$ cat src/rtl/gwa_pkg.sv
// rtl/gwa_pkg.sv - shared constants and helpers for the gwa input conditioning stage
package gwa_pkg;

    localparam int CH_EU1 = 0;
    localparam int CH_EU2 = 1;
    localparam int CH_WT  = 2;
    localparam int NUM_CH = 3;

    localparam int DEB_CYCLES_DEF = 4;
    localparam int GAP_CYCLES_DEF = 2;

    localparam int GAP_W = 4;

    typedef logic [NUM_CH-1:0] ch_vec_t;

    // Lowest set bit wins, which gives eu1 > eu2 > wt with the channel indices above.
    function automatic ch_vec_t pick_first(input ch_vec_t req);
        return req & (~req + NUM_CH'(1));
    endfunction

endpackage

$ cat src/rtl/gwa_debounce.sv
// rtl/gwa_debounce.sv - two-flop synchroniser and counting debouncer for one raw input
module gwa_debounce
    import gwa_pkg::*;
#(
    parameter int DEB_CYCLES = DEB_CYCLES_DEF
) (
    input  logic clk,
    input  logic rst,
    input  logic raw,
    output logic rise
);

    localparam int CW = (DEB_CYCLES > 2) ? $clog2(DEB_CYCLES) : 1;
    localparam logic [CW-1:0] CNT_LAST = CW'(DEB_CYCLES - 1);

    logic          meta;
    logic          s;
    logic          deb;
    logic [CW-1:0] cnt;
    logic          flip;

    assign flip = (s != deb) && (cnt == CNT_LAST);

    // High on the edge where the accepted level is about to go 0->1.
    assign rise = flip & s;

    always_ff @(posedge clk or negedge rst) begin
        if (!rst) begin
            meta <= 1'b0;
            s    <= 1'b0;
            deb  <= 1'b0;
            cnt  <= '0;
        end else begin
            meta <= raw;
            s    <= meta;
            if (s == deb) begin
                cnt <= '0;
            end else if (flip) begin
                deb <= s;
                cnt <= '0;
            end else begin
                cnt <= cnt + CW'(1);
            end
        end
    end

endmodule

$ cat src/rtl/gwa_input_cond.sv
// rtl/gwa_input_cond.sv - debounced, paced event issue for the vending FSM; GWA_COIN_CNT_EN adds coin counters
module gwa_input_cond
    import gwa_pkg::*;
#(
    parameter int DEB_CYCLES = DEB_CYCLES_DEF,
    parameter int GAP_CYCLES = GAP_CYCLES_DEF
) (
    input  logic       clk,
    input  logic       rst,
    input  logic       coin1_raw,
    input  logic       coin2_raw,
    input  logic       key_raw,
    output logic       eu1,
    output logic       eu2,
    output logic       wt,
`ifdef GWA_COIN_CNT_EN
    output logic       ovf,
    output logic [7:0] cnt1,
    output logic [7:0] cnt2
`else
    output logic       ovf
`endif
);

    ch_vec_t           raw_vec;
    ch_vec_t           rise;
    ch_vec_t           pending;
    ch_vec_t           grant;
    ch_vec_t           ev;
    logic [GAP_W-1:0]  gap;
    logic              idle;

    assign raw_vec[CH_EU1] = coin1_raw;
    assign raw_vec[CH_EU2] = coin2_raw;
    assign raw_vec[CH_WT]  = key_raw;

    for (genvar i = 0; i < NUM_CH; i++) begin : g_deb
        gwa_debounce #(
            .DEB_CYCLES (DEB_CYCLES)
        ) u_deb (
            .clk  (clk),
            .rst  (rst),
            .raw  (raw_vec[i]),
            .rise (rise[i])
        );
    end

    assign idle  = (gap == '0);
    assign grant = idle ? pick_first(pending) : '0;

    // A rise on the channel being granted re-arms it rather than counting as a drop.
    always_ff @(posedge clk or negedge rst) begin
        if (!rst) begin
            pending <= '0;
            ev      <= '0;
            gap     <= '0;
            ovf     <= 1'b0;
        end else begin
            pending <= (pending & ~grant) | rise;
            ev      <= grant;
            if (|(rise & pending & ~grant)) begin
                ovf <= 1'b1;
            end
            if (|grant) begin
                gap <= GAP_W'(GAP_CYCLES);
            end else if (!idle) begin
                gap <= gap - GAP_W'(1);
            end
        end
    end

    assign eu1 = ev[CH_EU1];
    assign eu2 = ev[CH_EU2];
    assign wt  = ev[CH_WT];

`ifdef GWA_COIN_CNT_EN
    always_ff @(posedge clk or negedge rst) begin
        if (!rst) begin
            cnt1 <= '0;
            cnt2 <= '0;
        end else begin
            if (grant[CH_EU1] && (cnt1 != 8'hFF)) begin
                cnt1 <= cnt1 + 8'd1;
            end
            if (grant[CH_EU2] && (cnt2 != 8'hFF)) begin
                cnt2 <= cnt2 + 8'd1;
            end
        end
    end
`endif

endmodule

$ cat config.mk
export PLATFORM = sky130hd
export DESIGN_NAME = gwa_input_cond
export DESIGN_NICKNAME = d
export VERILOG_FILES = /design/src/rtl/gwa_pkg.sv /design/src/rtl/gwa_debounce.sv /design/src/rtl/gwa_input_cond.sv
export SDC_FILE = /design/constraint.sdc
export NUM_CORES = 1
export LEC_CHECK = 0
export ABC_AREA = 1
export CAP_MARGIN = 20
export CORE_MARGIN = 1
export CORE_UTILIZATION = 25
export DETAILED_ROUTE_END_ITERATION = 7
export GPL_ROUTABILITY_DRIVEN = 0
export PLACE_DENSITY_LB_ADDON = 0.3
export SYNTH_ARGS = -nofsm -noshare
export SYNTH_HDL_FRONTEND = slang
export SYNTH_SLANG_ARGS = --single-unit
export TNS_END_PERCENT = 100
$ cat constraint.sdc
create_clock -name clk -period 1.35 [get_ports clk]
set_input_delay 0.405 -clock clk [delete_from_list [all_inputs] [get_ports clk]]
set_output_delay 0.405 -clock clk [all_outputs]
set_load 0.005 [all_outputs]
Word level (Yosys, flattened, before mapping) --
Index checks and enable logic that the tools add are counted.
Operators by class: add/subtract/negate cells 5, equal/unequal tests 10, multiplexer cells 9, bitwise gates (word level) 13, reductions and logical operators 9
Operators by type and width (count):
- AND 3 bit | 4
- two-way mux 2 bit | 6
- two-way mux 4 bit | 2
- adder 2 x 1 -> 2 bit, second input constant | 3
- equality test 2 bit, second input constant | 3
- inverter 3 bit | 2
- AND reduction 2 bit | 3
- OR reduction 3 bit | 2
- logical NOT 4 bit | 1
- subtractor 4 x 1 -> 4 bit, second input constant | 1
- adder 3 x 1 -> 3 bit, second input constant | 1
- AND 1 bit | 3
- equality test 1 bit | 3
- logical AND 1 bit | 3
- two-way mux 3 bit | 1
- inequality test 1 bit | 3
- inverter 1 bit | 3
- OR 3 bit | 1
- inequality test 2 x 1 -> 1 bit, second input constant | 1
Storage, ports and cells: bits in registers 26, bits of input ports 5, output and inout port bits 4

Longest topological paths before layout --
Gate-level depths: netlist of run 1.
depth after elaboration 7, depth in mapped cells 7, gate-level depth less buffers 7

Hierarchy --
A second synthesis of run 1 with hierarchy kept.
Unflattened totals: cell total of the unflattened synthesis 108, area, all modules 1098.6 um^2
Modules (own cells, without submodules):
- gwa_debounce | times used 3, cells each 18, area an instance 186.4 um^2
- gwa_input_cond | times used 1, cells each 54, area an instance 539.3 um^2

Worst setup path before layout of run 1 --
Ideal clock, no wire load.
kind reg-to-reg, from register gap[0], to register ovf, setup time 119 ps, arrival 1063 ps, data required time 1231 ps, path slack 168 ps, stages on the path, launching flop included 8, period minus slack after synthesis 1182 ps, cells stage by stage dfrtp_1 inv_1 ha_1 nand2_2 nor2_4 nand2_2 a21oi_2 nand2_1
Between the ends: word-level cells in the longest chain between the ends 5
RTL lines:
- from (decl) | RTL line gwa_input_cond.sv:30 | logic [GAP_W-1:0] gap;
- from (signal assigned) | RTL line gwa_input_cond.sv:65 | gap <= GAP_W'(GAP_CYCLES);
- from (signal assigned) | RTL line gwa_input_cond.sv:67 | gap <= gap - GAP_W'(1);
- logical NOT 4 bit | RTL line gwa_input_cond.sv:48 | assign idle = (gap == '0);
- two-way mux 3 bit | RTL line gwa_input_cond.sv:49 | assign grant = idle ? pick_first(pending) : '0;
- inverter 3 bit | RTL line gwa_input_cond.sv:61 | if (|(rise & pending & ~grant)) begin
- AND 3 bit | RTL line gwa_input_cond.sv:61
- OR reduction 3 bit | RTL line gwa_input_cond.sv:61
- to (signal assigned) | RTL line gwa_input_cond.sv:57 | ovf <= 1'b0;
- to (signal assigned) | RTL line gwa_input_cond.sv:62 | ovf <= 1'b1;
- to (decl) | RTL line gwa_input_cond.sv:21 | output logic ovf
Every way passes these cells. A chain may end at the register's enable or synchronous reset.

Worst setup path in the final report of run 1 --
from register ev[1], to output eu2
RTL lines:
- from (decl) | RTL line gwa_input_cond.sv:29 | ch_vec_t ev;
- from (signal assigned) | RTL line gwa_input_cond.sv:60 | ev <= grant;
- to (decl) | RTL line gwa_input_cond.sv:14 | output logic eu2,
No word-level cell between the ends.

==> summary.txt, run 1 <==
Timing
  – Setup Total Neg Slack: 0 ns
  – Fraction of the cycle the final worst path needs: 0.954
  – Setup slack after layout: 0.0619 ns
  – Unrepaired setup endpoints after global routing: false
  – Setup Skew: 0.00307 ns
  – Top achievable clock speed: 776 MHz
  – Hold violation total from the final report: 0
  – Rel. slew slack: 0.832
  – Setup-violating endpoint count in the final report: 0
  – Crit path time final: 1.29 ns
  – Worst Max-Slew Pin Slew: 0.250 ns
  – Slew Limit Fails: 0

CTS
  – Maximum root-to-sink buffer count: 2
  – Insertion delay of the later-clocked pin in the worst-skew pair: 0.27 ns
  – Number of H-tree branching levels: 1
  – Number of CTS-inserted buffers: 3
  – TritonCTS clock tree: built
  – Clock-pin transition on the worst setup and hold timing paths: 0.09 ns
  – Num Clock Sinks: 26
  – Number of buffers added to fix hold violations after cts: 0
  – Root buffer selected by CTS: clkbuf_8

Global routing
  – Total routing usage reported by global routing: 0.0866
  – Antenna violations before repair: 0
  – Largest net degree at the start of global routing: 27
  – Wire length of the first global-routing pass: 2770 µm
  – Number of global-route vias before repair: 668
  – Total grt overflow: 0

Cells and area
  – Non-filler instance count after layout: 160
  – Fraction of layout instances using a drive strength above 1: 0.164
  – Filler Cells Inserted: 410
  – Number of nets in the finished design: 121
  – # diodes: 0
  – Design area: 0.00128 mm²
  – Synthesis-to-layout area growth: 24.2%

Pwr
  – Power per cell area: 2080 mW/mm²
  – Cell leakage power: 0.627 nW
  – Max IR drop VDD: 739 µV
  – Final Total Pwr: 2.67 mW

Critical path
  – Cells along the critical path: dlygate4sd2_1
  – WP data arrival: 0.88 ns
  – Crit path required time: 0.95 ns
  – Highest cell delay on the worst timing path: 0.36 ns
  – Worst Setup Path Type: register to output pin
  – Worst Path Max Fanout: 1
  – Kind of cell adding the most delay to the critical path: flip-flops
  – Kind of launch point of the worst setup path: register
  – Count of buffering cells on the critical path with inverters included: 1
  – Element type at the critical path end: output pin
  – Critical Path Slowest Stage Cell: dfrtp_1
  – Logic depth of the worst setup path including buffers: 1
  – R2R depth: 7

Synthesis
  – Total standard cell area after synthesis: 0.00103 mm²
  – Mapped Nets: 106
  – Mean instance size in the synthesized netlist: 10.8 µm²
  – Cells after Synth: 96
  – Proportion of synthesized chip area in sequential cells: 0.629
  – Compound-Gate Fraction of Synth Area: 0.0544
  – Post-synthesis share of cell area spent on xor and xnor gates: 0.0339
  – Count of different cell masters after synthesis: 19
  – Register bit total from synthesis: 26
  – Combinational family with the most area after synthesis: simple AND/OR/NAND/NOR gates
  – Post-Synth Simple-Gate Area: 0.164
  – Adder-Cell Fraction of Synth Area: 0.0605
  – Synth Warn #: 0
  – Fraction of synthesized area in multiplexers: 0

Place
  – Number of placed instances, taps included: 155
  – Count of input and output buffers: 8
  – Cell area reported after detailed placement: 0.00120 mm²
  – Post-place setup slack: 0.0597 ns
  – Detailed-placement wirelength estimate: 1170 µm

Drt
  – DRC violations left: 0
  – Wirelength, routed: 1560 µm
  – Routed Antenna Nets: 0
  – Vias per Instance: 4.03
  – WL/cell: 9.72 µm
  – Number of DRC markers after the initial detailed-route iteration: 8
  – Via count: 645
  – First-pass iteration count of the detailed router: 2

Floorplan
  – Area of the core region: 0.00400 mm²
  – DIE WIDTH: 66.3 µm
  – Die Y-Extent: 66.3 µm
  – Initial Util: 0.259
  – Full die area: 0.00440 mm²
  – Cell Rows: 23
  – I/O pins: 9

Min path
  – Depth of the worst hold-timing path: 0
  – Worst min-delay path class: register to register

Job
  – Max-cap violation count: 0

Status
  – Result of the run: complete, no violations
## cells in the final DEF (no fill, tap or decap)
| cell type | netlist | final |
|---|---|---|
| buf_12 | 0 | 1 |
| nor2_4 | 1 | 1 |
| o21ai_2 | 1 | 1 |
| buf_4 | 0 | 1 |
| dlygate4sd2_1 | 0 | 3 |
| o21ai_1 | 1 | 1 |
| clkdlybuf4s50_1 | 0 | 4 |
| nand2_2 | 3 | 3 |
| o21ai_0 | 4 | 4 |
| ha_1 | 5 | 4 |
| a21oi_2 | 1 | 1 |
| nand2_1 | 11 | 11 |
| clkdlybuf4s15_1 | 0 | 1 |
| nand3_1 | 5 | 5 |
| inv_1 | 13 | 13 |
| inv_2 | 3 | 3 |
| dfrtp_1 | 26 | 26 |
| nor2_1 | 10 | 10 |
| xnor2_1 | 4 | 4 |
| ha_4 | 0 | 1 |
| o22ai_1 | 1 | 1 |
| clkbuf_8 | 0 | 3 |
| bufinv_16 | 0 | 1 |
| a21boi_1 | 1 | 1 |
| nor3_1 | 4 | 4 |
| nor2_2 | 1 | 1 |
| nor3_2 | 1 | 1 |
## layout make-up
type | instances | area, µm² | share of cell area
multi-input combinational | 54 | 337 | 0.262
clock inverter | 1 | 30.0 | 0.0234
tap | 50 | 62.6 | 0.0487
inverter | 16 | 60.1 | 0.0467
clock buffer | 3 | 41.3 | 0.0321
timing repair buffer | 10 | 104 | 0.0808
sequential | 26 | 651 | 0.506
## through the flow
stage / util / hold slack (ns)
CTS: 0.318 / 0.356
global placement: 0.299 / 0.336
detailed placement: 0.299 / 0.336
global route: 0.321 / 0.376
finish: 0.321 / 0.354
floorplan: - / 0.109
## state kept, by name (all words and copies together), names as in the netlist
register / flops
ev: 3
g_deb.u_deb.cnt: 6
g_deb.u_deb.deb: 3
g_deb.u_deb.meta: 3
g_deb.u_deb.s: 3
gap: 4
ovf: 1
pending: 3
## cell usage after synthesis
cell type	instances	share of area
o21ai_0	4	0.019
inv_1	13	0.047
xnor2_1	4	0.034
nand3_1	5	0.024
dfrtp_1	26	0.63
nand2_1	11	0.040
a21oi_2	1	0.0085
inv_2	3	0.011
nor3_1	4	0.019
nor2_2	1	0.0060
a21boi_1	1	0.0073
nor2_4	1	0.011
nand2_2	3	0.018
nor3_2	1	0.0097
nor2_1	10	0.036
ha_1	5	0.060
o21ai_2	1	0.0085
o22ai_1	1	0.0060
o21ai_1	1	0.0048
## layer usage
layer	GRT usage	wire length [µm]	up-vias
li1	-	-	324
met5	0	0	-
met1	0.0877	686	311
met2	0.153	792	8
met3	0.0310	54	2
met4	0.0479	22	0
## worst paths after layout
check                                    start                     to  slack (ns)
max                                      ev[1]                    eu2        0.06
min                        g_deb[1].u_deb.meta       g_deb[1].u_deb.s        0.35
max reg2reg                             gap[0]                    ovf        0.09
min reg2reg                g_deb[1].u_deb.meta       g_deb[1].u_deb.s        0.35
max in group asynchronous                  rst  g_deb[2].u_deb.cnt[1]        0.72
min in group asynchronous                  rst  g_deb[0].u_deb.cnt[0]        0.48
## report_power, final
| group | internal [mW] | switching, mW |
|---|---|---|
| combinational | 0.384 | 0.458 |
| sequential | 1.03 | 0.167 |
| clock | 0.396 | 0.233 |
| total | 1.81 | 0.858 |
## repair_timing
item                                    CTS  global route
setup buffers                             1             0
endpoints found under the hold margin     0             0
gates resized for setup                   4             3
endpoints found under the setup margin    4             2
## cells by family (layout without fill, tap and decap cells)
logic type      after synthesis  count (layout)
simple gates                 36              36
flops                        26              26
buf+inv                      16              30
compound gates                9               9
fa+ha+maj                     5               5
xor+xnor                      4               4
Note: power is estimated with default switching activity, not from simulation.
==> run 2, diff against run 1 <==
CORE_ASPECT_RATIO = 0.6   (was not set)
CTS_CLUSTER_DIAMETER = 30   (was not set)
==> summary.txt, run 2 (synthesis gave the netlist of run 1 again) <==
Critical path
  – Element type at the critical path end: output pin
  – Worst Path Max Fanout: 1 (unchanged)
  – Cells along the critical path: dlygate4sd2_1
  – Crit path required time: 0.95 ns (about the same)
  – Highest cell delay on the worst timing path: 0.36 ns (about the same)
  – WP data arrival: 0.90 ns (+0.02 ns)
  – Kind of cell adding the most delay to the critical path: flip-flops
  – Worst Setup Path Type: register to output pin
  – Count of buffering cells on the critical path with inverters included: 1 (unchanged)
  – Kind of launch point of the worst setup path: register
  – Critical Path Slowest Stage Cell: dfrtp_1

Pwr
  – Portion of total power attributed to combinational logic: 0.330 (+0.015)
  – Power per cell area: 2010 mW/mm² (-3.4%)
  – Switching pwr: 0.868 mW (+1.1%)
  – Cell leakage power: 0.625 nW (-0.26%)
  – Clock share of power: 0.198 (-0.038)
  – Cell internal power dissipation: 1.69 mW (-6.9%)
  – Fraction of power spent switching nets: 0.340 (+0.0183)
  – Fraction of power consumed by sequential logic: 0.473 (+0.024)
  – Max IR drop VDD: 678 µV (-8.2%)

Drt
  – WL/cell: 9.97 µm (+2.6%)
  – Via count: 658 (+2.0%)
  – Routed Antenna Nets: 0 (unchanged)
  – Number of DRC markers after the initial detailed-route iteration: 53 (+45)
  – Wirelength, routed: 1580 µm (+1.4%)
  – DRC violations left: 0 (unchanged)
  – First-pass iteration count of the detailed router: 4 (+2)
  – Vias per Instance: 4.16 (+3.3%)

Timing
  – Setup-violating endpoint count in the final report: 0 (unchanged)
  – Unrepaired setup endpoints after global routing: false
  – Slew Limit Fails: 0 (unchanged)
  – Setup Skew: 0.00432 ns (+0.00125 ns)
  – Crit path time final: 1.30 ns (+0.0122 ns)
  – Hold violation total from the final report: 0 (unchanged)
  – Worst Max-Slew Pin Slew: 0.232 ns (-0.0186 ns)
  – Setup Total Neg Slack: 0 ns (unchanged)
  – Rel. slew slack: 0.844 (+0.0125)
  – Fraction of the cycle the final worst path needs: 0.963 (+0.00902)
  – Top achievable clock speed: 769 MHz (-0.94%)

Floorplan
  – Full die area: 0.00441 mm² (+0.19%)
  – Initial Util: 0.272 (+0.0131)
  – DIE WIDTH: 85.1 µm (+28%)
  – Die Y-Extent: 51.8 µm (-22%)
  – Cell Rows: 17 (-26%)
  – I/O pins: 9 (unchanged)
  – Area of the core region: 0.00381 mm² (-4.8%)

Cells and area
  – Flip-flop count of the largest register, all copies and words added: 6 (unchanged)
  – Commonest cells after routing, fill and taps aside: dfrtp_1, inv_1, nand2_1, nor2_1, nand3_1
  – Leading registers by flop count: g_deb.u_deb.cnt (6), gap (4)
  – Filler Cells Inserted: 388 (-5.4%)
  – # diodes: 0 (unchanged)
  – Commonest non-fill, non-tap cell in the layout: dfrtp_1
  – Non-filler instance count after layout: 158 (-1.3%)
  – Fraction of layout instances using a drive strength above 1: 0.171 (+0.00753)
  – Synthesis-to-layout area growth: 23.0%
  – Number of nets in the finished design: 122 (+0.83%)
  – Register with the most flip-flops: g_deb.u_deb.cnt

CTS
  – Number of H-tree branching levels: 1 (unchanged)
  – TritonCTS clock tree: built
  – Num Clock Sinks: 26 (unchanged)
  – Insertion delay of the later-clocked pin in the worst-skew pair: 0.27 ns (about the same)
  – Number of CTS-inserted buffers: 3 (unchanged)
  – Number of buffers added to fix hold violations after cts: 0 (unchanged)
  – Clock-pin transition on the worst setup and hold timing paths: 0.09 ns (about the same)
  – Root buffer selected by CTS: clkbuf_8
  – Maximum root-to-sink buffer count: 2 (unchanged)

Global routing
  – Total grt overflow: 0 (unchanged)
  – Number of global-route vias before repair: 649 (-2.8%)
  – Largest net degree at the start of global routing: 27 (unchanged)
  – Total routing usage reported by global routing: 0.0885 (+0.00190)
  – Antenna violations before repair: 0 (unchanged)
  – Wire length of the first global-routing pass: 2920 µm (+5.5%)

Place
  – Detailed-placement wirelength estimate: 1170 µm (+0.29%)
  – Count of input and output buffers: 8 (unchanged)
  – Number of placed instances, taps included: 153 (-1.3%)

Status
  – Result of the run: complete, no violations

Min path
  – Worst min-delay path class: register to register

Job
  – Max-cap violation count: 0 (unchanged)
run 2: changes by cell type in the layout (fill, tap and decap cells not counted), sizes merged:
cell,previous run,this run
bufinv,1,0
buf,2,3
clkbuf,3,4
run 2: final timing paths:
| check | to | slack [ns] | start | cells after the start |
|---|---|---|---|---|
| worst max register to register | ovf | 0.12 | gap[0] | 7 |
| worst max-delay path | eu1 | 0.05 | ev[0] | 1 |
| min in group asynchronous | g_deb[1].u_deb.deb | 0.48 | rst | 2 |
| max in group asynchronous | g_deb[2].u_deb.meta | 0.72 | rst | 2 |
| worst min-delay path | g_deb[0].u_deb.s | 0.36 | g_deb[0].u_deb.meta | 0 |
| worst min register to register | g_deb[0].u_deb.s | 0.36 | g_deb[0].u_deb.meta | 0 |
run 2: per-layer routing:
metal	vias to the layer above	share of wire	GRT usage
met1	314	0.53	0.112
met4	0	0.011	0.0339
met5	-	0	0
li1	329	-	-
met2	12	0.40	0.134
met3	3	0.055	0.0381
run 2: what timing repair did:
action	in CTS	in global routing
setup buffers	1	0
setup endpoints to repair	4	3
gates resized for setup	4	3
pin swaps	0	0
run 2: area by class of cell:
type | count | area (µm²) | share of cell area
Sequential cell | 26 | 651 | 0.511
Multi-Input combinational cell | 54 | 337 | 0.265
Timing Repair Buffer | 11 | 111 | 0.0875
Inverter | 16 | 60.1 | 0.0472
Tap cell | 47 | 58.8 | 0.0462
Clock buffer | 4 | 55.1 | 0.0433
run 2: power groups by stage:
stage / logic, mW / registers [mW] / clock network, mW
2_1_floorplan: 0.585 / 1.19 / 0
5_1_grt: 0.982 / 1.24 / 0.551
6_report: 0.842 / 1.21 / 0.505
3_3_place_gp: 0.770 / 1.21 / 0
3_5_place_dp: 0.794 / 1.23 / 0
4_1_cts: 0.805 / 1.21 / 0.515
run 2: per-stage QoR:
step,total power [mW],util,worst slack (ns),hold WS [ns],cell area (µm²)
detailed placement,2.02,0.315,0.0900,0.337,1200
floorplan,1.78,-,0.168,0.109,1030
global placement,1.98,0.315,0.0978,0.334,1200
CTS,2.53,0.331,0.0157,0.358,1260
global route,2.77,0.334,0.0130,0.367,1270
finish,2.55,0.334,0.0498,0.355,1270
